File: config.mk
export PLATFORM = sky130hd
export DESIGN_NAME = snake_game_ctrl
export DESIGN_NICKNAME = d
export VERILOG_FILES = /design/src/rtl/snake_pkg.sv /design/src/rtl/step_timer.sv /design/src/rtl/snake_game_ctrl.sv
export SDC_FILE = /design/constraint.sdc
export NUM_CORES = 1
export LEC_CHECK = 0
export BUFFER_PORTS_ARGS = -buffer_cell sky130_fd_sc_hd__buf_2
export CAP_MARGIN = 20
export CELL_PAD_IN_SITES_DETAIL_PLACEMENT = 1
export CELL_PAD_IN_SITES_GLOBAL_PLACEMENT = 1
export CORE_MARGIN = 4
export CORE_UTILIZATION = 43
export CTS_BUF_LIST = sky130_fd_sc_hd__clkbuf_16
export DETAILED_ROUTE_END_ITERATION = 10
export PLACE_DENSITY_LB_ADDON = 0.1
export SETUP_SLACK_MARGIN = 0.02
export SLEW_MARGIN = 5
export SYNTH_ARGS = -nofsm -noshare
export SYNTH_HDL_FRONTEND = slang
export SYNTH_SLANG_ARGS = --single-unit
File: constraint.sdc
create_clock -name clk -period 9 [get_ports clk]
set_input_delay 0.45 -clock clk [delete_from_list [all_inputs] [get_ports clk]]
set_output_delay 0.45 -clock clk [all_outputs]
set_load 0.02 [all_outputs]
File: src/rtl/snake_pkg.sv
`default_nettype none
// ============================================================================
// snake_pkg
// Shared constants and encodings for the snake controller and renderer.
// Revision: 1.0
// ============================================================================
package snake_pkg;

    localparam int c_GRID_SIZE = 15;
    localparam int c_MAX_LEN   = 8;

    typedef logic [3:0] coord_t;

    typedef enum logic [1:0] {
        DIR_RIGHT = 2'd0,
        DIR_LEFT  = 2'd1,
        DIR_UP    = 2'd2,
        DIR_DOWN  = 2'd3
    } dir_t;

    typedef enum logic [2:0] {
        ST_IDLE    = 3'd0,
        ST_RUN     = 3'd1,
        ST_MOVE    = 3'd2,
        ST_RESPAWN = 3'd3,
        ST_OVER    = 3'd4
    } state_t;

    localparam coord_t     c_HEAD_X    = 4'd7;
    localparam coord_t     c_HEAD_Y    = 4'd7;
    localparam coord_t     c_SEG1_X    = 4'd6;
    localparam coord_t     c_SEG1_Y    = 4'd7;
    localparam coord_t     c_APPLE_X   = 4'd10;
    localparam coord_t     c_APPLE_Y   = 4'd4;
    localparam logic [3:0] c_RESET_LEN = 4'd2;

    // Opposite pairs differ only in bit 0 of the encoding.
    function automatic dir_t opposite_dir(input dir_t d);
        return dir_t'(d ^ 2'b01);
    endfunction

endpackage
`default_nettype wire

File: src/rtl/step_timer.sv
`default_nettype none
// ============================================================================
// step_timer
// Counts enabled cycles; pulses done on the last one and wraps to zero.
// Revision: 1.0
// ============================================================================
module step_timer #(
    parameter int STEP_DIV = 25_000_000
) (
    input  logic clk,
    input  logic rst,
    input  logic en,
    input  logic clr,
    output logic done
);

    localparam int              c_CW   = (STEP_DIV > 1) ? $clog2(STEP_DIV) : 1;
    localparam logic [c_CW-1:0] c_LAST = c_CW'(STEP_DIV - 1);

    logic [c_CW-1:0] r_cnt;

    assign done = en && (r_cnt == c_LAST);

    always_ff @(posedge clk) begin
        if (rst) begin
            r_cnt <= '0;
        end else if (clr || done) begin
            r_cnt <= '0;
        end else if (en) begin
            r_cnt <= r_cnt + 1'b1;
        end
    end

endmodule
`default_nettype wire

File: src/rtl/snake_game_ctrl.sv
`default_nettype none
// ============================================================================
// snake_game_ctrl
// Snake game state machine: direction latch, movement, growth, apple respawn.
// Revision: 1.0
// ============================================================================
module snake_game_ctrl
    import snake_pkg::*;
#(
    parameter int GRID_SIZE = c_GRID_SIZE,
    parameter int MAX_LEN   = c_MAX_LEN,
    parameter int STEP_DIV  = 25_000_000
) (
    input  logic                 clk,
    input  logic                 rst,
    input  logic                 up,
    input  logic                 down,
    input  logic                 left,
    input  logic                 right,
    input  logic [3:0]           apple_x_in,
    input  logic [3:0]           apple_y_in,
    input  logic                 apple_ack,
    output logic                 apple_req,
    output logic [3:0]           head_x,
    output logic [3:0]           head_y,
    output logic [4*MAX_LEN-1:0] seg_x,
    output logic [4*MAX_LEN-1:0] seg_y,
    output logic [MAX_LEN-1:0]   seg_valid,
    output logic [3:0]           apple_x,
    output logic [3:0]           apple_y,
    output logic [3:0]           length,
    output logic [7:0]           score,
    output logic                 game_over,
    output logic [2:0]           state
);

    localparam coord_t     c_LAST_CELL = 4'(GRID_SIZE - 1);
    localparam logic [3:0] c_MAX_LEN4  = 4'(MAX_LEN);

    state_t     r_state;
    dir_t       r_dir;
    dir_t       r_dir_pend;
    coord_t     r_seg_x [MAX_LEN];
    coord_t     r_seg_y [MAX_LEN];
    logic [3:0] r_len;
    logic [7:0] r_score;
    coord_t     r_apple_x;
    coord_t     r_apple_y;
    logic       r_apple_req;

    logic   w_done;
    logic   w_tmr_en;
    logic   w_tmr_clr;
    logic   w_btn_valid;
    dir_t   w_btn_dir;
    logic   w_dir_accept;
    coord_t w_next_x;
    coord_t w_next_y;
    logic   w_eat;
    logic   w_hit;
    logic   w_offer_ok;

    assign w_tmr_en  = (r_state == ST_RUN);
    assign w_tmr_clr = (r_state != ST_RUN);

    step_timer #(
        .STEP_DIV (STEP_DIV)
    ) u_step_timer (
        .clk  (clk),
        .rst  (rst),
        .en   (w_tmr_en),
        .clr  (w_tmr_clr),
        .done (w_done)
    );

    // Only the highest-priority button counts; a reversal is dropped outright.
    always_comb begin
        w_btn_valid = right | left | up | down;
        w_btn_dir   = DIR_DOWN;
        if (right) begin
            w_btn_dir = DIR_RIGHT;
        end else if (left) begin
            w_btn_dir = DIR_LEFT;
        end else if (up) begin
            w_btn_dir = DIR_UP;
        end
        w_dir_accept = w_btn_valid && (w_btn_dir != opposite_dir(r_dir));
    end

    always_comb begin
        w_next_x = r_seg_x[0];
        w_next_y = r_seg_y[0];
        case (r_dir_pend)
            DIR_RIGHT: w_next_x = (r_seg_x[0] == c_LAST_CELL) ? 4'd0 : r_seg_x[0] + 4'd1;
            DIR_LEFT:  w_next_x = (r_seg_x[0] == 4'd0) ? c_LAST_CELL : r_seg_x[0] - 4'd1;
            DIR_UP:    w_next_y = (r_seg_y[0] == 4'd0) ? c_LAST_CELL : r_seg_y[0] - 4'd1;
            default:   w_next_y = (r_seg_y[0] == c_LAST_CELL) ? 4'd0 : r_seg_y[0] + 4'd1;
        endcase
    end

    // The tail normally vacates on a move, but not when the snake grows.
    always_comb begin
        w_eat = (w_next_x == r_apple_x) && (w_next_y == r_apple_y);
        w_hit = 1'b0;
        for (int i = 0; i < MAX_LEN; i++) begin
            if ((r_seg_x[i] == w_next_x) && (r_seg_y[i] == w_next_y) &&
                (((i + 1) < int'(r_len)) || (w_eat && (i < int'(r_len))))) begin
                w_hit = 1'b1;
            end
        end
    end

    always_comb begin
        w_offer_ok = (apple_x_in <= c_LAST_CELL) && (apple_y_in <= c_LAST_CELL);
        for (int i = 0; i < MAX_LEN; i++) begin
            if ((i < int'(r_len)) && (r_seg_x[i] == apple_x_in) && (r_seg_y[i] == apple_y_in)) begin
                w_offer_ok = 1'b0;
            end
        end
    end

    always_ff @(posedge clk) begin
        if (rst) begin
            r_state    <= ST_IDLE;
            r_dir      <= DIR_RIGHT;
            r_dir_pend <= DIR_RIGHT;
            for (int i = 0; i < MAX_LEN; i++) begin
                r_seg_x[i] <= '0;
                r_seg_y[i] <= '0;
            end
            r_seg_x[0]  <= c_HEAD_X;
            r_seg_y[0]  <= c_HEAD_Y;
            r_seg_x[1]  <= c_SEG1_X;
            r_seg_y[1]  <= c_SEG1_Y;
            r_len       <= c_RESET_LEN;
            r_score     <= 8'd0;
            r_apple_x   <= c_APPLE_X;
            r_apple_y   <= c_APPLE_Y;
            r_apple_req <= 1'b0;
        end else begin
            case (r_state)
                ST_IDLE: begin
                    if (w_dir_accept) r_dir_pend <= w_btn_dir;
                    if (w_btn_valid)  r_state    <= ST_RUN;
                end
                ST_RUN: begin
                    if (w_dir_accept) r_dir_pend <= w_btn_dir;
                    if (w_done)       r_state    <= ST_MOVE;
                end
                ST_MOVE: begin
                    if (w_hit) begin
                        r_state <= ST_OVER;
                    end else begin
                        for (int i = 1; i < MAX_LEN; i++) begin
                            r_seg_x[i] <= r_seg_x[i-1];
                            r_seg_y[i] <= r_seg_y[i-1];
                        end
                        r_seg_x[0] <= w_next_x;
                        r_seg_y[0] <= w_next_y;
                        r_dir      <= r_dir_pend;
                        if (w_eat) begin
                            if (r_len != c_MAX_LEN4) r_len   <= r_len + 4'd1;
                            if (r_score != 8'hFF)    r_score <= r_score + 8'd1;
                            r_apple_req <= 1'b1;
                            r_state     <= ST_RESPAWN;
                        end else begin
                            r_state <= ST_RUN;
                        end
                    end
                end
                ST_RESPAWN: begin
                    if (w_dir_accept) r_dir_pend <= w_btn_dir;
                    if (apple_ack && w_offer_ok) begin
                        r_apple_x   <= apple_x_in;
                        r_apple_y   <= apple_y_in;
                        r_apple_req <= 1'b0;
                        r_state     <= ST_RUN;
                    end
                end
                ST_OVER: begin
                    r_state <= ST_OVER;
                end
                default: begin
                    r_state <= ST_IDLE;
                end
            endcase
        end
    end

    for (genvar g = 0; g < MAX_LEN; g++) begin : g_seg_out
        assign seg_x[4*g +: 4] = r_seg_x[g];
        assign seg_y[4*g +: 4] = r_seg_y[g];
        assign seg_valid[g]    = (4'(g) < r_len);
    end

    assign head_x    = r_seg_x[0];
    assign head_y    = r_seg_y[0];
    assign apple_x   = r_apple_x;
    assign apple_y   = r_apple_y;
    assign apple_req = r_apple_req;
    assign length    = r_len;
    assign score     = r_score;
    assign game_over = (r_state == ST_OVER);
    assign state     = r_state;

endmodule
`default_nettype wire

Word level (Yosys, flattened, before mapping)
Memory sizes are Yosys's and may differ from the RTL's.
Index checks and enable logic that the tools add are counted.
W data, S select, Z words.
{"block": "totals", "register_bits": 53, "ramBits": 64, "output_inout_bits": 105, "word_cells": 244, "mem_count": 2}
{"name": "r_seg_x", "words": 8, "width": 4, "read_ports": 8, "rd_clocked_by_memory_dff": 0, "wr": 8, "line": "snake_game_ctrl.sv:43", "source": "coord_t r_seg_x [MAX_LEN];"}
{"name": "r_seg_y", "words": 8, "width": 4, "read_ports": 8, "rd_clocked_by_memory_dff": 0, "wr": 8, "line": "snake_game_ctrl.sv:44", "source": "coord_t r_seg_y [MAX_LEN];"}
{"block": "classes", "add_sub_neg": 7, "order_cmp": 19, "eq_ne": 52, "muxes": 61, "bitwise": 25, "reduce_logical": 69}
{"operator": "$eq A4 B4 Y1", "count": 34}
{"operator": "$mux W4", "count": 24}
{"operator": "$logic_and A1 B1 Y1", "count": 45}
{"operator": "$lt A3 B4 Y1 const A", "count": 8}
{"operator": "$mux W1", "count": 26}
{"operator": "$add A25 B1 Y25 const B", "count": 1}
{"operator": "$eq A25 B25 Y1 const B", "count": 1}
{"operator": "$or A1 B1 Y1", "count": 23}
{"operator": "$lt A1 B4 Y1 const A", "count": 4}
{"operator": "$lt A2 B4 Y1 const A", "count": 4}
{"operator": "$pmux W4 S2", "count": 2}
{"operator": "$pmux W3 S5", "count": 1}
{"operator": "$add A4 B1 Y4 const B", "count": 3}
{"operator": "$mux W3", "count": 4}
{"operator": "$reduce_and A4 Y1", "count": 3}
{"operator": "$ne A2 B2 Y1 const B", "count": 5}
{"operator": "$logic_or A1 B1 Y1", "count": 9}
{"operator": "$add A8 B1 Y8 const B", "count": 1}
{"operator": "$eq A4 B4 Y1 const B", "count": 2}
{"operator": "$le A4 B4 Y1 const B", "count": 2}
{"operator": "$logic_not A4 Y1", "count": 2}
{"operator": "$ne A8 B8 Y1 const B", "count": 1}
{"operator": "$sub A4 B1 Y4 const B", "count": 2}
{"operator": "$eq A3 B2 Y1 const B", "count": 2}
{"operator": "18 further kinds", "count": 24}

Longest topological paths before layout
Gate-level depths: netlist of run 1.
An unclocked memory read counts as a cell.
{"block": "logic_depth", "depth_word": 22, "ltp_mapped": 16, "depth_no_buf": 12}

Cells and area by module
From an unflattened synthesis of run 1, not the netlist that was laid out.
{"block": "hier_totals", "hier_cells": 878, "hier_area_um2": 7833.8}
{"module": "snake_game_ctrl", "n_inst": 1, "cells_per_inst": 736, "area_per_inst_um2": 6597.6, "seq_area_each_um2": 2242.2}
{"module": "step_timer", "n_inst": 1, "cells_per_inst": 142, "area_per_inst_um2": 1236.2, "seq_area_each_um2": 500.5}

Least setup slack after synthesis of run 1
OpenSTA, ideal clock, no wires.
{"block": "synth_timing", "path_type": "flip-flop to flip-flop", "from": "memory r_seg_x[0][0] in the netlist's numbering", "to": "memory r_seg_x[0][10] in the netlist's numbering (enable)", "arrival_ns": 6.096, "t_required_ns": 8.507, "setup_slack_ns": 2.411, "path_stages_with_launch": 16, "n_path_buf": 4, "synth_period_minus_slack_ns": 6.589, "cell_sequence": "dfxtp_1 -> buf_2 -> inv_1 -> ha_1 -> nor3b_1 -> or3b_1 -> clkbuf_1 -> o211ai_2 -> a221oi_1 -> nand4_1 -> nor3b_1 -> a2111oi_4 -> o2111ai_4 -> buf_4 -> buf_2 -> o21ai_0"}
{"item": "from (decl)", "line": "snake_game_ctrl.sv:43"}

==> results of run 1 <==
## per-stage QoR
stage,power (mW),instance area [um2],instances
2_1_floorplan,0.768,7330,815
3_3_place_gp,0.843,7980,1103
3_5_place_dp,0.849,8010,1105
4_1_cts,1.53,8610,1136
5_1_grt,1.58,8610,1136
6_report,1.53,8610,1136
## cell usage after synthesis, types with 3 or more instances
master and n:
o211ai_1 4, a21o_1 5, a21oi_1 37, o2111ai_1 4
nor3b_1 5, ha_1 12, a2111oi_0 4, nand3_1 38
clkbuf_1 31, buf_4 10, inv_1 22, mux2i_1 14
nand2_1 50, or4_1 5, a221oi_1 3, nor3_1 28
nor2_1 53, buf_2 15, or3_1 4, nand2b_1 5
o31ai_1 6, dfxtp_1 77, and2_1 34, o221a_2 3
a31o_2 8, nor4_1 22, o22ai_1 3, xnor2_1 38
a211oi_1 4, nand3b_1 3, edfxtp_1 40, and3_1 13
xor2_1 96, nor2b_1 13, mux2_2 4, nand4_1 16
o21ai_0 37
## cell type report
type / count / share of cell area, %
clock buffer: 21 / 6.10
tap: 220 / 3.20
sequential: 117 / 31.8
clock inverter: 10 / 0.872
inverter: 22 / 0.959
timing repair buffer: 127 / 7.76
multi-input combinational: 619 / 49.3
## cells in the final DEF (no fill, tap or decap), types with 14 or more instances in the layout
cell type / count
buf_2: 119
xor2_1: 96
dfxtp_1: 77
nor2_1: 53
nand2_1: 50
edfxtp_1: 40
nand3_1: 38
xnor2_1: 38
a21oi_1: 37
o21ai_0: 36
and2_1: 34
nor3_1: 28
inv_1: 25
nor4_1: 22
clkbuf_16: 21
nand4_1: 16
mux2i_1: 14
## routing by layer
metal  part of all wire, %  vias up
li1                      -     3088
met1                    42     3358
met2                    47      301
met3                   7.0       88
met4                   4.3        0
met5                     0        -
## worst max-delay path: cells and delay by family (launching register included)
| family | cells | cell delay, ns |
|---|---|---|
| AO/OA/AOI/OAI | 4 | 1.71 |
| AND/OR/NAND/NOR | 6 | 1.45 |
| buffers and inverters | 3 | 0.87 |
| flip-flops | 1 | 0.66 |
| adder cells (fa/ha/maj) | 1 | 0.28 |
## sequential cells by signal (all words and copies together), names as in the netlist, 3 cells and up
name / count
score: 8
apple_x: 4
u_step_timer.r_cnt: 25
r_seg_y: 32
state: 3
apple_y: 4
r_seg_x: 32
length: 4
## logic make-up (layout without fill, tap and decap cells)
kind of cell | Yosys count | count (layout) | synth area share [%]
compound gates | 147 | 147 | 14.5
xor+xnor | 134 | 134 | 16.0
fa+ha+maj | 12 | 12 | 2.05
buf+inv | 79 | 180 | 4.82
flops | 117 | 117 | 37.4
mux | 20 | 20 | 2.83
simple gates | 306 | 306 | 22.4
## report_power, final
group	switching, mW	total, mW	internal, mW	leakage [nW]
clock network	0.249	0.688	0.439	0.305
registers	0.0443	0.612	0.568	1.04
logic	0.150	0.232	0.0818	2.25
total	0.444	1.53	1.09	3.59
## path summary, 6_finish.rpt
path | start | end | slack [ns] | cells after the start
worst min-delay path | left | r_dir_pend[1] | 0.35 | 3
worst max-delay path | r_seg_x[0][0] | r_seg_y[0][20] | 3.76 | 14
worst max register to register | r_seg_x[0][0] | r_seg_y[0][20] | 3.76 | 14
worst min register to register | apple_req | apple_req | 0.47 | 2
==> results.json, run 1 <==
{
  "slew_violations": 0,
  "routed_wl_mm": 26.3,
  "cts_made_buffers": 17,
  "synth_cell_types": 73,
  "hold_path.class": "in2reg",
  "place_congestion": 0.944,
  "die_h_um": 139,
  "final-seq-area_um2": 2740,
  "synthTopCellsByArea": "dfxtp_1 (21%), edfxtp_1 (16%), xor2_1 (11%)",
  "slowest_delay_ns": 0.70,
  "cts_tree": "built",
  "worstPathRequired_ns": 9.17,
  "htree_levels": 4,
  "diodes": 0,
  "clock.fmax_ghz": 0.191,
  "track_usage_pct": 26.7,
  "drive_gt1_share_pct": 20.2,
  "busiest_layer": "met2",
  "fin_nets": 931,
  "maxCapViolCount": 0,
  "avgSynthCellArea_um2": 8.99,
  "io_pins": 120,
  "start_util_pct": 44.0,
  "slowest_stage": "o211ai_1",
  "overflow": 0,
  "final.setup.tns_ns": 0,
  "drtPass1Iterations": 6,
  "first_global_vias": 7185,
  "cts_setup_buffers": 0,
  "synthToLayoutAreaGrowth_pct": 17.5,
  "ys_warn_count": 0,
  "synthArstFlopShare_pct": 0,
  "timing.final.crit_share_pct": 58.3,
  "via_per_inst": 6.02,
  "vias": 6835,
  "met2_usage_pct": 43.8,
  "cts_hold_buffers": 0,
  "wl_per_cell_um": 23.2,
  "final_core_util_pct": 51.7,
  "finalCriticalPeriod_ns": 5.24,
  "grt_pass1_wl_mm": 40.6,
  "max-slew-margin-rel_pct": 32.0,
  "timing.final.ws_setup_ns": 3.76,
  "postSynthCellCount": 815,
  "die_area_um2": 19200,
  "clk_pin_slew_ns": 0.06,
  "path_class": "reg2reg",
  "syn_nets": 842,
  "fp-row-count": 47,
  "power_leakage_nw": 3.59,
  "clockBufferDepth": 2,
  "synth_top_area_share_pct": 21.0,
  "critical_path.startpoint_type": "flip-flop",
  "p_per_area_nw_per_um2": 178,
  "ir_drop_v": 0.000132,
  "outcome": "completed",
  "io_buffers": 119,
  "arrival_ns": 5.41,
  "path_common_cell": "buf_4",
  "postCtsResizedCells": 0,
  "cts_root_buf": "clkbuf_16",
  "end_kind": "flip-flop",
  "cp_max_fo": 26,
  "yosysSeqAreaShare_pct": 37.4,
  "tightest_slew_ns": 1.02,
  "holdWs_ns": 0.345,
  "grtUsageMet1_pct": 33.5,
  "finalHoldViolations": 0,
  "synth-edff-count": 40,
  "grt_max_degree": 45,
  "multi_input_area_um2": 4240,
  "fin_worst_skew_ns": 0.00636,
  "die_w_um": 139,
  "fp.coreArea_um2": 16600,
  "synth_area_um2": 7330,
  "synth-seq-cells": 117,
  "remaining_drc_errors": 0,
  "ant_nets": 0,
  "synth_top_cell_by_area": "dfxtp_1",
  "n_fill_cell": 1949,
  "antenna_found_initial": 0,
  "setup_viol": 0,
  "gr-usage-met3_pct": 5.72,
  "ys.flop_type": "dfxtp_1",
  "path_cells": "inv_1 > ha_1 > nor3b_1 > or3b_1 > o211ai_1 > nor2_1 > a221o_1 > nor3_1 > a2111oi_4 > o2111ai_4 > buf_4 > nor3_2 > buf_4 > and2_1",
  "drtIter0Drc": 465,
  "cts.sinks": 117,
  "rsz0062_at_grt": "false",
  "insertion_delay_ns": 0.41,
  "hpwlAfterDp_mm": 19.0,
  "dp_worst_setup_slack_ns": 3.83
}
Note: power is estimated with default switching activity, not from simulation.
==> run 2: changes to the inputs <==
--- a/config.mk
+++ b/config.mk
@@ -10,7 +10,7 @@
 export CELL_PAD_IN_SITES_DETAIL_PLACEMENT = 1
 export CELL_PAD_IN_SITES_GLOBAL_PLACEMENT = 1
 export CORE_MARGIN = 4
-export CORE_UTILIZATION = 43
+export CORE_UTILIZATION = 39
 export CTS_BUF_LIST = sky130_fd_sc_hd__clkbuf_16
 export DETAILED_ROUTE_END_ITERATION = 10
 export PLACE_DENSITY_LB_ADDON = 0.1
==> constraint.sdc (replaced) <==
create_clock -name clk -period 4.37 [get_ports clk]
set_input_delay 0.2185 -clock clk [delete_from_list [all_inputs] [get_ports clk]]
set_output_delay 0.2185 -clock clk [all_outputs]
set_load 0.02 [all_outputs]
==> results.json, run 2 (synthesis results as in run 1) <==
{
  "setup_viol": 0,
  "cts_root_buf": "clkbuf_16",
  "finalCriticalPeriod_ns": 4.13,
  "p_per_area_nw_per_um2": 368,
  "routed_wl_mm": 28.1,
  "mostFrequentLayoutCells": "buf_2 (119), xor2_1 (96), dfxtp_1 (76)",
  "holdWs_ns": 0.140,
  "outcome": "completed",
  "timing.final.crit_share_pct": 94.4,
  "power_leakage_nw": 3.71,
  "hpwlAfterDp_mm": 20.2,
  "timing.final.ws_setup_ns": 0.243,
  "cts_tree": "built",
  "wl_per_cell_um": 24.0,
  "die_area_um2": 21000,
  "clk_pin_slew_ns": 0.06,
  "place_congestion": 0.934,
  "hold_path.class": "in2reg",
  "drive_gt1_share_pct": 22.6,
  "htree_levels": 4,
  "die_h_um": 145,
  "slowest_stage": "o311ai_4",
  "remaining_drc_errors": 0,
  "drtPass1Iterations": 6,
  "n_fill_cell": 2129,
  "ant_nets": 0,
  "fin_worst_skew_ns": 0.0103,
  "fp.coreArea_um2": 18200,
  "final_common_cell": "buf_2",
  "whs_path_depth": 3,
  "insertion_delay_ns": 0.43,
  "vias": 6951,
  "worstPathRequired_ns": 4.55,
  "reg2reg_to": "r_seg_x[0][17]",
  "cts_made_buffers": 17,
  "clockBufferDepth": 2,
  "cts.sinks": 117,
  "grt_max_degree": 45,
  "track_usage_pct": 26.3,
  "reg2reg_depth": 15,
  "ir_drop_v": 0.000290,
  "r2r-start": "r_seg_x[0][1]",
  "fin_nets": 954,
  "whs_endpoint": "r_dir_pend[1]",
  "path_common_cell": "buf_4",
  "via_per_inst": 5.95,
  "tightest_slew_ns": 0.939,
  "first_global_vias": 7272,
  "synthToLayoutAreaGrowth_pct": 20.4,
  "rsz0062_at_grt": "false",
  "fp-row-count": 49,
  "maxCapViolCount": 0,
  "critical_path.startpoint_type": "flip-flop",
  "arrival_ns": 4.31,
  "final_core_util_pct": 48.4,
  "drtIter0Drc": 619,
  "holdCritStartpoint": "left",
  "overflow": 0,
  "cts_hold_buffers": 0,
  "die_w_um": 145,
  "max-slew-margin-rel_pct": 37.4,
  "grt_pass1_wl_mm": 43.6,
  "slowest_delay_ns": 0.50,
  "path_cells": "buf_4 > ha_1 > and3_1 > o311ai_4 > buf_4 > xor2_1 > a211oi_1 > o2111ai_1 > nor3_1 > o21ai_0 > nand3_1 > buf_4 > nor3_2 > buf_4 > and2_1",
  "final.setup.tns_ns": 0,
  "clock.fmax_ghz": 0.242,
  "io_buffers": 119,
  "slew_violations": 0,
  "diodes": 0,
  "finalHoldViolations": 0,
  "antenna_found_initial": 0,
  "end_kind": "flip-flop",
  "path_class": "reg2reg",
  "reg2reg_setup_slack_ns": 0.24,
  "cp_max_fo": 31,
  "io_pins": 120,
  "start_util_pct": 40.2,
  "dp_worst_setup_slack_ns": 0.108,
  "reg_top3": "r_seg_x x32, r_seg_y x32, u_step_timer.r_cnt x25"
}
run 2: changes by cell type in the layout (fill, tap and decap cells not counted), moves of 2 or more:
cell        before  now
buf_4            7   29
clkbuf_16       21   19
clkinv_1         0    2
clkinv_4         0    2
clkinvlp_4       2    0
inv_1           25   23
inv_4            0    2
run 2: layout make-up:
cell class,instances,area (um2),area share (%)
well taps,229,287,3.25
clock inverters,13,125,1.42
clock buffers,19,475,5.39
inverters,22,82.6,0.936
multi-input cells,619,4250,48.2
repair buffers,150,853,9.68
flip-flops and latches,117,2740,31.1
run 2: stage by stage:
| step | total power [mW] | std cells | instance area (um2) |
|---|---|---|---|
| after floorplan | 1.58 | 815 | 7340 |
| after global placement | 1.78 | 1134 | 8190 |
| after detailed placement | 1.79 | 1134 | 8190 |
| after CTS | 3.24 | 1166 | 8790 |
| after global routing | 3.35 | 1169 | 8820 |
| final | 3.24 | 1169 | 8820 |
run 2: routing by layer:
metal	GRT usage [%]	part of all wire, %
met2	43.5	48
met3	5.14	5.8
met1	34.7	44
met5	0	0
met4	9.16	2.5
run 2: power breakdown:
group	switching (mW)	leakage, nW	internal [mW]	total (mW)
Sequential	0.0834	1.04	1.17	1.25
Clock	0.551	0.304	0.901	1.45
Combinational	0.341	2.36	0.197	0.538
Total	0.976	3.71	2.27	3.24
run 2: worst max-delay path by stage:
stage / slack, ns / from / endpoint
2_1_floorplan: 0.03 / r_seg_x[0][0] / r_seg_x[0][10]
3_3_place_gp: 0.29 / r_seg_x[0][0] / r_seg_y[0][7]
3_5_place_dp: 0.11 / r_seg_x[0][0] / r_seg_y[0][18]
4_1_cts: 0.13 / r_seg_x[0][0] / r_seg_x[0][8]
5_1_grt: 0.02 / r_seg_y[0][1] / r_seg_y[0][18]
6_report: 0.24 / r_seg_x[0][1] / r_seg_x[0][17]
run 2: timing repair:
action                                  in CTS  in global routing
endpoints found under the setup margin       0                 46
resized for setup                            0                  4
buffers inserted                             0                  3
run 2: worst max-delay path: cells and delay by family (launching register included):
| kind | cells | cell delay, ns |
|---|---|---|
| AO/OA/AOI/OAI | 4 | 1.25 |
| AND/OR/NAND/NOR | 5 | 1.14 |
| buffers and inverters | 4 | 0.89 |
| flip-flops | 1 | 0.31 |
| adder cells (fa/ha/maj) | 1 | 0.23 |
| XOR/XNOR | 1 | 0.07 |
